### src/rtl/router_fsm_n_if.sv
// router_fsm_n_if: bundle between the router input stage, output FIFOs and the control FSM.
// Latency: none, wires only.
// Backpressure: busy, driven by the FSM, stalls the byte source.
//
// Port summary (slave = FSM side):
//   in : data_in[ADDR_W]    header address bits of the current byte
//        pkt_valid          source packet-valid
//        parity_done        parity byte accepted by the register block
//        low_pkt_valid      pkt_valid fell while the FIFO was full
//        fifo_full          full flag of the selected FIFO
//        fifo_empty[NUM_PORTS] / soft_reset[NUM_PORTS]  per-port status
//        wait_limit[TMO_W]  WAIT timeout in cycles, 0 = never time out
//   out: addr_out, state decodes, write_enb_reg, busy, pkt_drop
interface router_fsm_n_if #(
    parameter int NUM_PORTS = 3,
    parameter int ADDR_W    = 2,
    parameter int TMO_W     = 6
);
    logic [ADDR_W-1:0]    data_in;
    logic                 pkt_valid;
    logic                 parity_done;
    logic                 low_pkt_valid;
    logic                 fifo_full;
    logic [NUM_PORTS-1:0] fifo_empty;
    logic [NUM_PORTS-1:0] soft_reset;
    logic [TMO_W-1:0]     wait_limit;

    logic [ADDR_W-1:0]    addr_out;
    logic                 detect_add;
    logic                 lfd_state;
    logic                 ld_state;
    logic                 full_state;
    logic                 laf_state;
    logic                 rst_int_reg;
    logic                 drop_state;
    logic                 write_enb_reg;
    logic                 busy;
    logic                 pkt_drop;

    modport master (
        output data_in, pkt_valid, parity_done, low_pkt_valid, fifo_full,
               fifo_empty, soft_reset, wait_limit,
        input  addr_out, detect_add, lfd_state, ld_state, full_state, laf_state,
               rst_int_reg, drop_state, write_enb_reg, busy, pkt_drop
    );

    modport slave (
        input  data_in, pkt_valid, parity_done, low_pkt_valid, fifo_full,
               fifo_empty, soft_reset, wait_limit,
        output addr_out, detect_add, lfd_state, ld_state, full_state, laf_state,
               rst_int_reg, drop_state, write_enb_reg, busy, pkt_drop
    );
endinterface

### src/rtl/router_fsm_n.sv
// router_fsm_n: packet-router control FSM for NUM_PORTS outputs (decode, load, full, parity, drop).
// Latency: all outputs registered; header in DECODE at cycle 0 gives LFD at 1 and first write at 2.
// Backpressure: busy stalls the source in LFD/FULL/LAF/LP/CPE/WAIT; DROP swallows bytes unwritten.
//
// Ports: clk, resetn (synchronous, active-low), bus (router_fsm_n_if.slave) carrying the
// header address, packet/FIFO status, per-port soft resets, WAIT timeout limit, and the
// registered state decodes, write enable, busy, pkt_drop pulse and latched destination.
module router_fsm_n #(
    parameter int NUM_PORTS = 3,
    parameter int ADDR_W    = 2,
    parameter int TMO_W     = 6
) (
    input  logic          clk,
    input  logic          resetn,
    router_fsm_n_if.slave bus
);
    typedef enum logic [3:0] {
        S_DECODE = 4'd0,
        S_LFD    = 4'd1,
        S_LD     = 4'd2,
        S_FULL   = 4'd3,
        S_LAF    = 4'd4,
        S_LP     = 4'd5,
        S_CPE    = 4'd6,
        S_WAIT   = 4'd7,
        S_DROP   = 4'd8
    } state_t;

    localparam int              NSEL   = 2 ** ADDR_W;
    localparam logic [ADDR_W:0] NP_VAL = (ADDR_W+1)'(NUM_PORTS);

    state_t            r_state;
    state_t            w_nxt;
    logic [ADDR_W-1:0] r_addr;
    logic [TMO_W-1:0]  r_tmr;

    logic r_detect_add, r_lfd_state, r_ld_state, r_full_state, r_laf_state;
    logic r_rst_int_reg, r_drop_state, r_write_enb_reg, r_busy, r_pkt_drop;

    // Status vectors widened to the full address space so any address can index
    // them; ports that do not exist read as not-empty / no soft reset.
    logic [NSEL-1:0] w_empty_pad;
    logic [NSEL-1:0] w_srst_pad;

    for (genvar g = 0; g < NSEL; g++) begin : g_pad
        if (g < NUM_PORTS) begin : g_real
            assign w_empty_pad[g] = bus.fifo_empty[g];
            assign w_srst_pad[g]  = bus.soft_reset[g];
        end else begin : g_none
            assign w_empty_pad[g] = 1'b0;
            assign w_srst_pad[g]  = 1'b0;
        end
    end

    logic             w_in_range;
    logic             w_hdr_empty;
    logic             w_sel_empty;
    logic             w_srst_act;
    logic             w_tmo;
    logic [TMO_W-1:0] w_lim_m1;

    assign w_in_range  = ({1'b0, bus.data_in} < NP_VAL);
    assign w_hdr_empty = w_empty_pad[bus.data_in];
    assign w_sel_empty = w_empty_pad[r_addr];
    // Soft reset only matters while a packet for the selected port is in flight.
    assign w_srst_act  = w_srst_pad[r_addr] && (r_state != S_DECODE) && (r_state != S_DROP);
    assign w_lim_m1    = bus.wait_limit - TMO_W'(1);
    // Timer reads k in the k-th WAIT cycle after entry, so limit L leaves WAIT after L cycles.
    assign w_tmo       = (bus.wait_limit != '0) && (r_tmr == w_lim_m1);

    always_comb begin
        w_nxt = r_state;
        case (r_state)
            S_DECODE: begin
                if (bus.pkt_valid) begin
                    if (!w_in_range)      w_nxt = S_DROP;
                    else if (w_hdr_empty) w_nxt = S_LFD;
                    else                  w_nxt = S_WAIT;
                end
            end
            S_LFD:  w_nxt = S_LD;
            S_LD: begin
                if (bus.fifo_full)       w_nxt = S_FULL;
                else if (!bus.pkt_valid) w_nxt = S_LP;
            end
            S_FULL: if (!bus.fifo_full) w_nxt = S_LAF;
            S_LAF: begin
                if (bus.parity_done)        w_nxt = S_DECODE;
                else if (bus.low_pkt_valid) w_nxt = S_LP;
                else                        w_nxt = S_LD;
            end
            S_LP:   w_nxt = S_CPE;
            S_CPE:  w_nxt = bus.fifo_full ? S_FULL : S_DECODE;
            S_WAIT: begin
                if (w_sel_empty) w_nxt = S_LFD;
                else if (w_tmo)  w_nxt = S_DROP;
            end
            S_DROP: if (!bus.pkt_valid) w_nxt = S_DECODE;
            default: w_nxt = S_DECODE;
        endcase
        // Remaining bytes of a soft-reset packet are swallowed in DROP.
        if (w_srst_act) w_nxt = bus.pkt_valid ? S_DROP : S_DECODE;
    end

    always_ff @(posedge clk) begin
        if (!resetn) begin
            r_state         <= S_DECODE;
            r_addr          <= '0;
            r_tmr           <= '0;
            r_detect_add    <= 1'b1;
            r_lfd_state     <= 1'b0;
            r_ld_state      <= 1'b0;
            r_full_state    <= 1'b0;
            r_laf_state     <= 1'b0;
            r_rst_int_reg   <= 1'b0;
            r_drop_state    <= 1'b0;
            r_write_enb_reg <= 1'b0;
            r_busy          <= 1'b0;
            r_pkt_drop      <= 1'b0;
        end else begin
            r_state <= w_nxt;

            if (w_srst_act)
                r_addr <= '0;
            else if ((r_state == S_DECODE) && bus.pkt_valid && w_in_range)
                r_addr <= bus.data_in;

            if ((r_state == S_WAIT) && (w_nxt == S_WAIT)) begin
                if (r_tmr != '1) r_tmr <= r_tmr + TMO_W'(1);
            end else begin
                r_tmr <= '0;
            end

            // Moore decodes of the next state, registered so they line up with r_state.
            r_detect_add    <= (w_nxt == S_DECODE);
            r_lfd_state     <= (w_nxt == S_LFD);
            r_ld_state      <= (w_nxt == S_LD);
            r_full_state    <= (w_nxt == S_FULL);
            r_laf_state     <= (w_nxt == S_LAF);
            r_rst_int_reg   <= (w_nxt == S_CPE);
            r_drop_state    <= (w_nxt == S_DROP);
            r_write_enb_reg <= (w_nxt == S_LD) || (w_nxt == S_LAF) || (w_nxt == S_LP);
            r_busy          <= (w_nxt == S_LFD) || (w_nxt == S_FULL) || (w_nxt == S_LAF) ||
                               (w_nxt == S_LP) || (w_nxt == S_CPE) || (w_nxt == S_WAIT);
            r_pkt_drop      <= (w_nxt == S_DROP) && (r_state != S_DROP);
        end
    end

    assign bus.addr_out      = r_addr;
    assign bus.detect_add    = r_detect_add;
    assign bus.lfd_state     = r_lfd_state;
    assign bus.ld_state      = r_ld_state;
    assign bus.full_state    = r_full_state;
    assign bus.laf_state     = r_laf_state;
    assign bus.rst_int_reg   = r_rst_int_reg;
    assign bus.drop_state    = r_drop_state;
    assign bus.write_enb_reg = r_write_enb_reg;
    assign bus.busy          = r_busy;
    assign bus.pkt_drop      = r_pkt_drop;
endmodule

### src/flat_wrapper.sv
// flat-port wrapper written by rule: the top's interface ports become plain ports
module router_fsm_n_flat 
#(
    parameter int NUM_PORTS = 3,
    parameter int ADDR_W    = 2,
    parameter int TMO_W     = 6
)
  (clk, resetn, bus_data_in, bus_pkt_valid, bus_parity_done, bus_low_pkt_valid, bus_fifo_full, bus_fifo_empty, bus_soft_reset, bus_wait_limit, bus_addr_out, bus_detect_add, bus_lfd_state, bus_ld_state, bus_full_state, bus_laf_state, bus_rst_int_reg, bus_drop_state, bus_write_enb_reg, bus_busy, bus_pkt_drop);
  router_fsm_n_if #(.NUM_PORTS(NUM_PORTS), .ADDR_W(ADDR_W), .TMO_W(TMO_W)) bus_i ();
  input  logic clk;
  input  logic resetn;
  input wire logic [$bits(bus_i.data_in)-1:0] bus_data_in;
  input wire logic [$bits(bus_i.pkt_valid)-1:0] bus_pkt_valid;
  input wire logic [$bits(bus_i.parity_done)-1:0] bus_parity_done;
  input wire logic [$bits(bus_i.low_pkt_valid)-1:0] bus_low_pkt_valid;
  input wire logic [$bits(bus_i.fifo_full)-1:0] bus_fifo_full;
  input wire logic [$bits(bus_i.fifo_empty)-1:0] bus_fifo_empty;
  input wire logic [$bits(bus_i.soft_reset)-1:0] bus_soft_reset;
  input wire logic [$bits(bus_i.wait_limit)-1:0] bus_wait_limit;
  output wire logic [$bits(bus_i.addr_out)-1:0] bus_addr_out;
  output wire logic [$bits(bus_i.detect_add)-1:0] bus_detect_add;
  output wire logic [$bits(bus_i.lfd_state)-1:0] bus_lfd_state;
  output wire logic [$bits(bus_i.ld_state)-1:0] bus_ld_state;
  output wire logic [$bits(bus_i.full_state)-1:0] bus_full_state;
  output wire logic [$bits(bus_i.laf_state)-1:0] bus_laf_state;
  output wire logic [$bits(bus_i.rst_int_reg)-1:0] bus_rst_int_reg;
  output wire logic [$bits(bus_i.drop_state)-1:0] bus_drop_state;
  output wire logic [$bits(bus_i.write_enb_reg)-1:0] bus_write_enb_reg;
  output wire logic [$bits(bus_i.busy)-1:0] bus_busy;
  output wire logic [$bits(bus_i.pkt_drop)-1:0] bus_pkt_drop;
  assign bus_i.data_in = bus_data_in;
  assign bus_i.pkt_valid = bus_pkt_valid;
  assign bus_i.parity_done = bus_parity_done;
  assign bus_i.low_pkt_valid = bus_low_pkt_valid;
  assign bus_i.fifo_full = bus_fifo_full;
  assign bus_i.fifo_empty = bus_fifo_empty;
  assign bus_i.soft_reset = bus_soft_reset;
  assign bus_i.wait_limit = bus_wait_limit;
  assign bus_addr_out = bus_i.addr_out;
  assign bus_detect_add = bus_i.detect_add;
  assign bus_lfd_state = bus_i.lfd_state;
  assign bus_ld_state = bus_i.ld_state;
  assign bus_full_state = bus_i.full_state;
  assign bus_laf_state = bus_i.laf_state;
  assign bus_rst_int_reg = bus_i.rst_int_reg;
  assign bus_drop_state = bus_i.drop_state;
  assign bus_write_enb_reg = bus_i.write_enb_reg;
  assign bus_busy = bus_i.busy;
  assign bus_pkt_drop = bus_i.pkt_drop;
  router_fsm_n #(.NUM_PORTS(NUM_PORTS), .ADDR_W(ADDR_W), .TMO_W(TMO_W)) u_core (.clk(clk), .resetn(resetn), .bus(bus_i));
endmodule
### config.mk
export PLATFORM = sky130hd
export DESIGN_NAME = router_fsm_n_flat
export DESIGN_NICKNAME = d
export VERILOG_FILES = /design/src/rtl/router_fsm_n_if.sv /design/src/rtl/router_fsm_n.sv /design/src/flat_wrapper.sv
export SDC_FILE = /design/constraint.sdc
export NUM_CORES = 1
export LEC_CHECK = 0
export BUFFER_PORTS_ARGS = -buffer_cell sky130_fd_sc_hd__clkbuf_2
export CAP_MARGIN = 20
export CORE_UTILIZATION = 45
export CTS_CLUSTER_DIAMETER = 50
export DETAILED_ROUTE_END_ITERATION = 10
export GPL_TIMING_DRIVEN = 1
export HOLD_SLACK_MARGIN = 0.02
export PLACE_DENSITY = 0.69
export SLEW_MARGIN = 25
export SYNTH_ARGS = -nofsm -noshare
export SYNTH_HDL_FRONTEND = slang
export SYNTH_SLANG_ARGS = --single-unit
export TNS_END_PERCENT = 1
### constraint.sdc
create_clock -name clk -period 2.8 [get_ports clk]
set_input_delay 0.56 -clock clk [delete_from_list [all_inputs] [get_ports clk]]
set_output_delay 0.56 -clock clk [all_outputs]
set_load 0.01 [all_outputs]
==> qor.log <==
INFO  run_status     result_of_the_run=finished, final reports clean
INFO  power          netSwitchingFraction=0.391
INFO  clock_tree     tritoncts=yes
INFO  layout         drive_above_1_share=0.302
INFO  timing         hold_viol=0
INFO  hold_path      hold_depth=1
INFO  global_route   grt_max_degree=13
INFO  logic_synthesis syn_area=1340um2
INFO  worst_setup_path criticalPathCategory=in -> reg
INFO  timing         min_period_over_period=0.826
INFO  logic_synthesis synth_enable_flop_cells=0
INFO  power          total_power=1.09mW
INFO  power          seqPwrFrac=0.403
INFO  worst_setup_path critical_path_peak_fanout=5
INFO  power          vdd.ir_drop.worst=0.528mV
INFO  global_route   first_pass_grt_wire_length=4840um
INFO  worst_setup_path worst_r2r_path_depth=6
INFO  clock_tree     clk_pin_slew_worst_paths=0.12ns
INFO  logic_synthesis synth.distinct_cells=48
INFO  detailed_routing wire_per_inst=13.3um
INFO  hold_path      hold_end=u_core.bus.pkt_drop
INFO  timing         max_slew.worst_pin.slew=0.692ns
INFO  hold_path      hold_start=u_core.r_state[3]
INFO  worst_setup_path end_kind=flop
INFO  detailed_routing firstDrtPassIters=4
INFO  logic_synthesis synthesis.nets=168
INFO  clock_tree     hold_buffers_post_cts=0
INFO  clock_tree     clock_sink_count=22
INFO  floorplanning  floorplan.die.width=56.5um
INFO  placement      place.port_buffers=31
INFO  floorplanning  die-area=3190um2
INFO  floorplanning  io-pin-count=32
INFO  global_route   global_route.overflow_total=0
INFO  clock_tree     cts.root.buffer_cell=clkbuf_4
INFO  timing         slew_headroom=0.536
INFO  timing         achievable-frequency=433MHz
INFO  power          p_int=666uW
INFO  timing         grt_setup_unrepaired=false
INFO  placement      place_hpwl=2260um
INFO  timing         timing.clock.skew=0.00733ns
INFO  worst_setup_path cp-start-kind=input port
INFO  logic_synthesis dominantRegCellSynth=dfxtp_1
INFO  timing         hold_slack=0.593ns
INFO  floorplanning  rows=19
INFO  logic_synthesis ys_seq_elements=22
INFO  detailed_routing routed_vias=1215
INFO  timing         final_max_slew_viol_count=0
INFO  global_route   vias_in_the_first_global_route=1162
INFO  worst_setup_path ff2ff_setup_slack=0.74ns
INFO  layout         largest_register=u_core.r_tmr
INFO  logic_synthesis ys_seq_area_frac=0.330
INFO  global_route   antenna_found_initial=0
INFO  clock_tree     cts_resized=0
INFO  clock_tree     clk-insertion-delay-late=0.31ns
INFO  power          total_switching_power=428uW
INFO  layout         antenna_cells_inserted=0
INFO  clock_tree     postCtsSetupRepairBufs=0
INFO  detailed_routing drc_errors=0
INFO  logic_synthesis yosysWarnings=0
INFO  run            max_cap_viol_count=0
INFO  clock_tree     cts_max_level=1
INFO  timing         setup_total_negative_slack=0ns
INFO  clock_tree     numCtsBuffers=3
INFO  worst_setup_path worst_path_arrival_time=2.54ns
INFO  detailed_routing post_detailed_route_count_of_antenna_violating_nets=0
INFO  clock_tree     cts_buffer_depth=2
INFO  global_route   gr-usage-all-layers=0.188
INFO  logic_synthesis asyncSetResetFlopFracSynth=0
INFO  layout         finish.instance_area=1560um2
INFO  layout         largest_register_ff_count=6
INFO  power          comb_power_share=0.438
INFO  placement      place.gp.congestion=0.899
INFO  layout         layout-area-overhead-vs-synth=16.5%
INFO  detailed_routing finalWirelength=2800um
INFO  power          p_leak=0.633nW
INFO  layout         final.fill_count=264
INFO  worst_setup_path r2r_start=u_core.r_state[0]
INFO  layout         final_net_count=202
INFO  detailed_routing drt-initial-drc-count=32
INFO  timing         period_minus_slack=2.31ns
INFO  worst_setup_path cp_data_required_time=3.03ns
INFO  floorplanning  starting_utilization_of_the_core_area=0.480
INFO  timing         finalSetupViolCount=0
INFO  worst_setup_path regToRegEndpoint=u_core.bus.rst_int_reg
INFO  hold_path      hp-class=reg -> reg
INFO  detailed_routing post_drt_via_cell_ratio=5.79
INFO  power          p_clk_frac=0.159
INFO  logic_synthesis syn-mean-instance-area=9.14um2
INFO  placement      dpl_cell_area=1520um2
INFO  floorplanning  die_y=56.5um
INFO  logic_synthesis synthesis.instances=146
INFO  floorplanning  core-area=2780um2
INFO  power          total_power_divided_by_cell_area=703nW/um2
through the flow:
stage          instances   util  worst slack [ns]
6_report             210  0.559             0.488
5_1_grt              210  0.559             0.283
4_1_cts              210  0.559             0.480
3_5_place_dp         206  0.546             0.167
3_3_place_gp         206  0.546             0.329
2_1_floorplan        146      -             0.585
layer usage:
| layer | GRT usage | part of all wire | wire length (um) |
|---|---|---|---|
| met1 | 0.232 | 0.44 | 1240 |
| met5 | 0 | 0 | 0 |
| met4 | 0.0557 | 0.0089 | 25 |
| met3 | 0.0207 | 0.032 | 91 |
| met2 | 0.341 | 0.52 | 1450 |
power groups by stage:
stage	registers (mW)	clock network [mW]	logic, mW
6_report	0.440	0.174	0.479
3_5_place_dp	0.446	0	0.481
4_1_cts	0.439	0.178	0.483
5_1_grt	0.450	0.192	0.535
2_1_floorplan	0.445	0	0.342
3_3_place_gp	0.443	0	0.472
critical path: stages:
cell and delay, ns:
clkbuf_2 0.14, inv_1 0.06, ha_1 0.25, o21bai_1 0.18
a211oi_1 0.40, a2111oi_4 0.14, o41ai_4 0.44, nand3b_1 0.18
nor3_1 0.19
worst max path at each step:
stage / start / endpoint / slack [ns] / cells past startpoint
global placement: bus_wait_limit[0] / u_core.bus.write_enb_reg / 0.33 / 9
detailed placement: bus_wait_limit[0] / u_core.bus.rst_int_reg / 0.17 / 9
finish: bus_wait_limit[0] / u_core.bus.rst_int_reg / 0.49 / 9
global route: bus_wait_limit[0] / u_core.bus.rst_int_reg / 0.28 / 9
CTS: bus_wait_limit[0] / u_core.bus.rst_int_reg / 0.48 / 9
floorplan: bus_wait_limit[0] / u_core.bus.full_state / 0.59 / 8
final cells by class:
class	count	area (um2)	share of cell area
Multi-Input combinational cell	117	866	0.557
Clock buffer	4	36.3	0.0233
Tap cell	31	38.8	0.0249
Sequential cell	22	440	0.283
Timing Repair Buffer	31	155	0.0998
Inverter	5	18.8	0.0121
kinds of logic after synthesis:
kind of cell | count (synthesis) | share of synthesized area
AND/OR/NAND/NOR | 61 | 0.254
AO/OA/AOI/OAI | 35 | 0.236
flip-flops | 22 | 0.330
XOR/XNOR | 11 | 0.0778
multiplexers | 8 | 0.0619
buffers and inverters | 7 | 0.0216
adder cells (fa/ha/maj) | 2 | 0.0187
cell usage in the layout, fill, tap and decap left out, drive strengths merged, types with 2 or more instances in the layout:
master / instances
clkbuf: 35
nor2: 22
dfxtp: 22
xnor2: 8
nor3: 7
nand3: 6
mux2i: 6
a21oi: 6
inv: 5
and3: 5
o21ai: 5
nand2: 4
nor2b: 4
nor3b: 4
nand3b: 3
a211oi: 3
a31oi: 3
xor2: 3
nand2b: 3
mux2: 2
a41oi: 2
o221a: 2
ha: 2
o311a: 2
synthesized netlist by cell type, types with 2 or more instances:
library cell / count / area (um2)
nor2b_1: 3 / 18.8
and3_1: 4 / 25.0
o21ai_0: 4 / 20.0
a31oi_1: 3 / 18.8
a41oi_1: 2 / 17.5
nand2_1: 4 / 15.0
ha_1: 2 / 25.0
a211oi_1: 3 / 22.5
inv_1: 5 / 18.8
mux2i_1: 6 / 60.1
nand3_1: 6 / 30.0
xor2_1: 2 / 17.5
a21oi_1: 5 / 25.0
xnor2_1: 8 / 70.1
nor3b_1: 3 / 22.5
dfxtp_1: 22 / 440
buf_2: 2 / 10.0
o221a_2: 2 / 22.5
nor2_1: 22 / 82.6
nand3b_1: 3 / 22.5
nand2b_1: 2 / 12.5
mux2_2: 2 / 22.5
nor3_2: 2 / 20.0
nor3_1: 5 / 25.0
No activity file was read; power rests on OpenSTA's default activity.
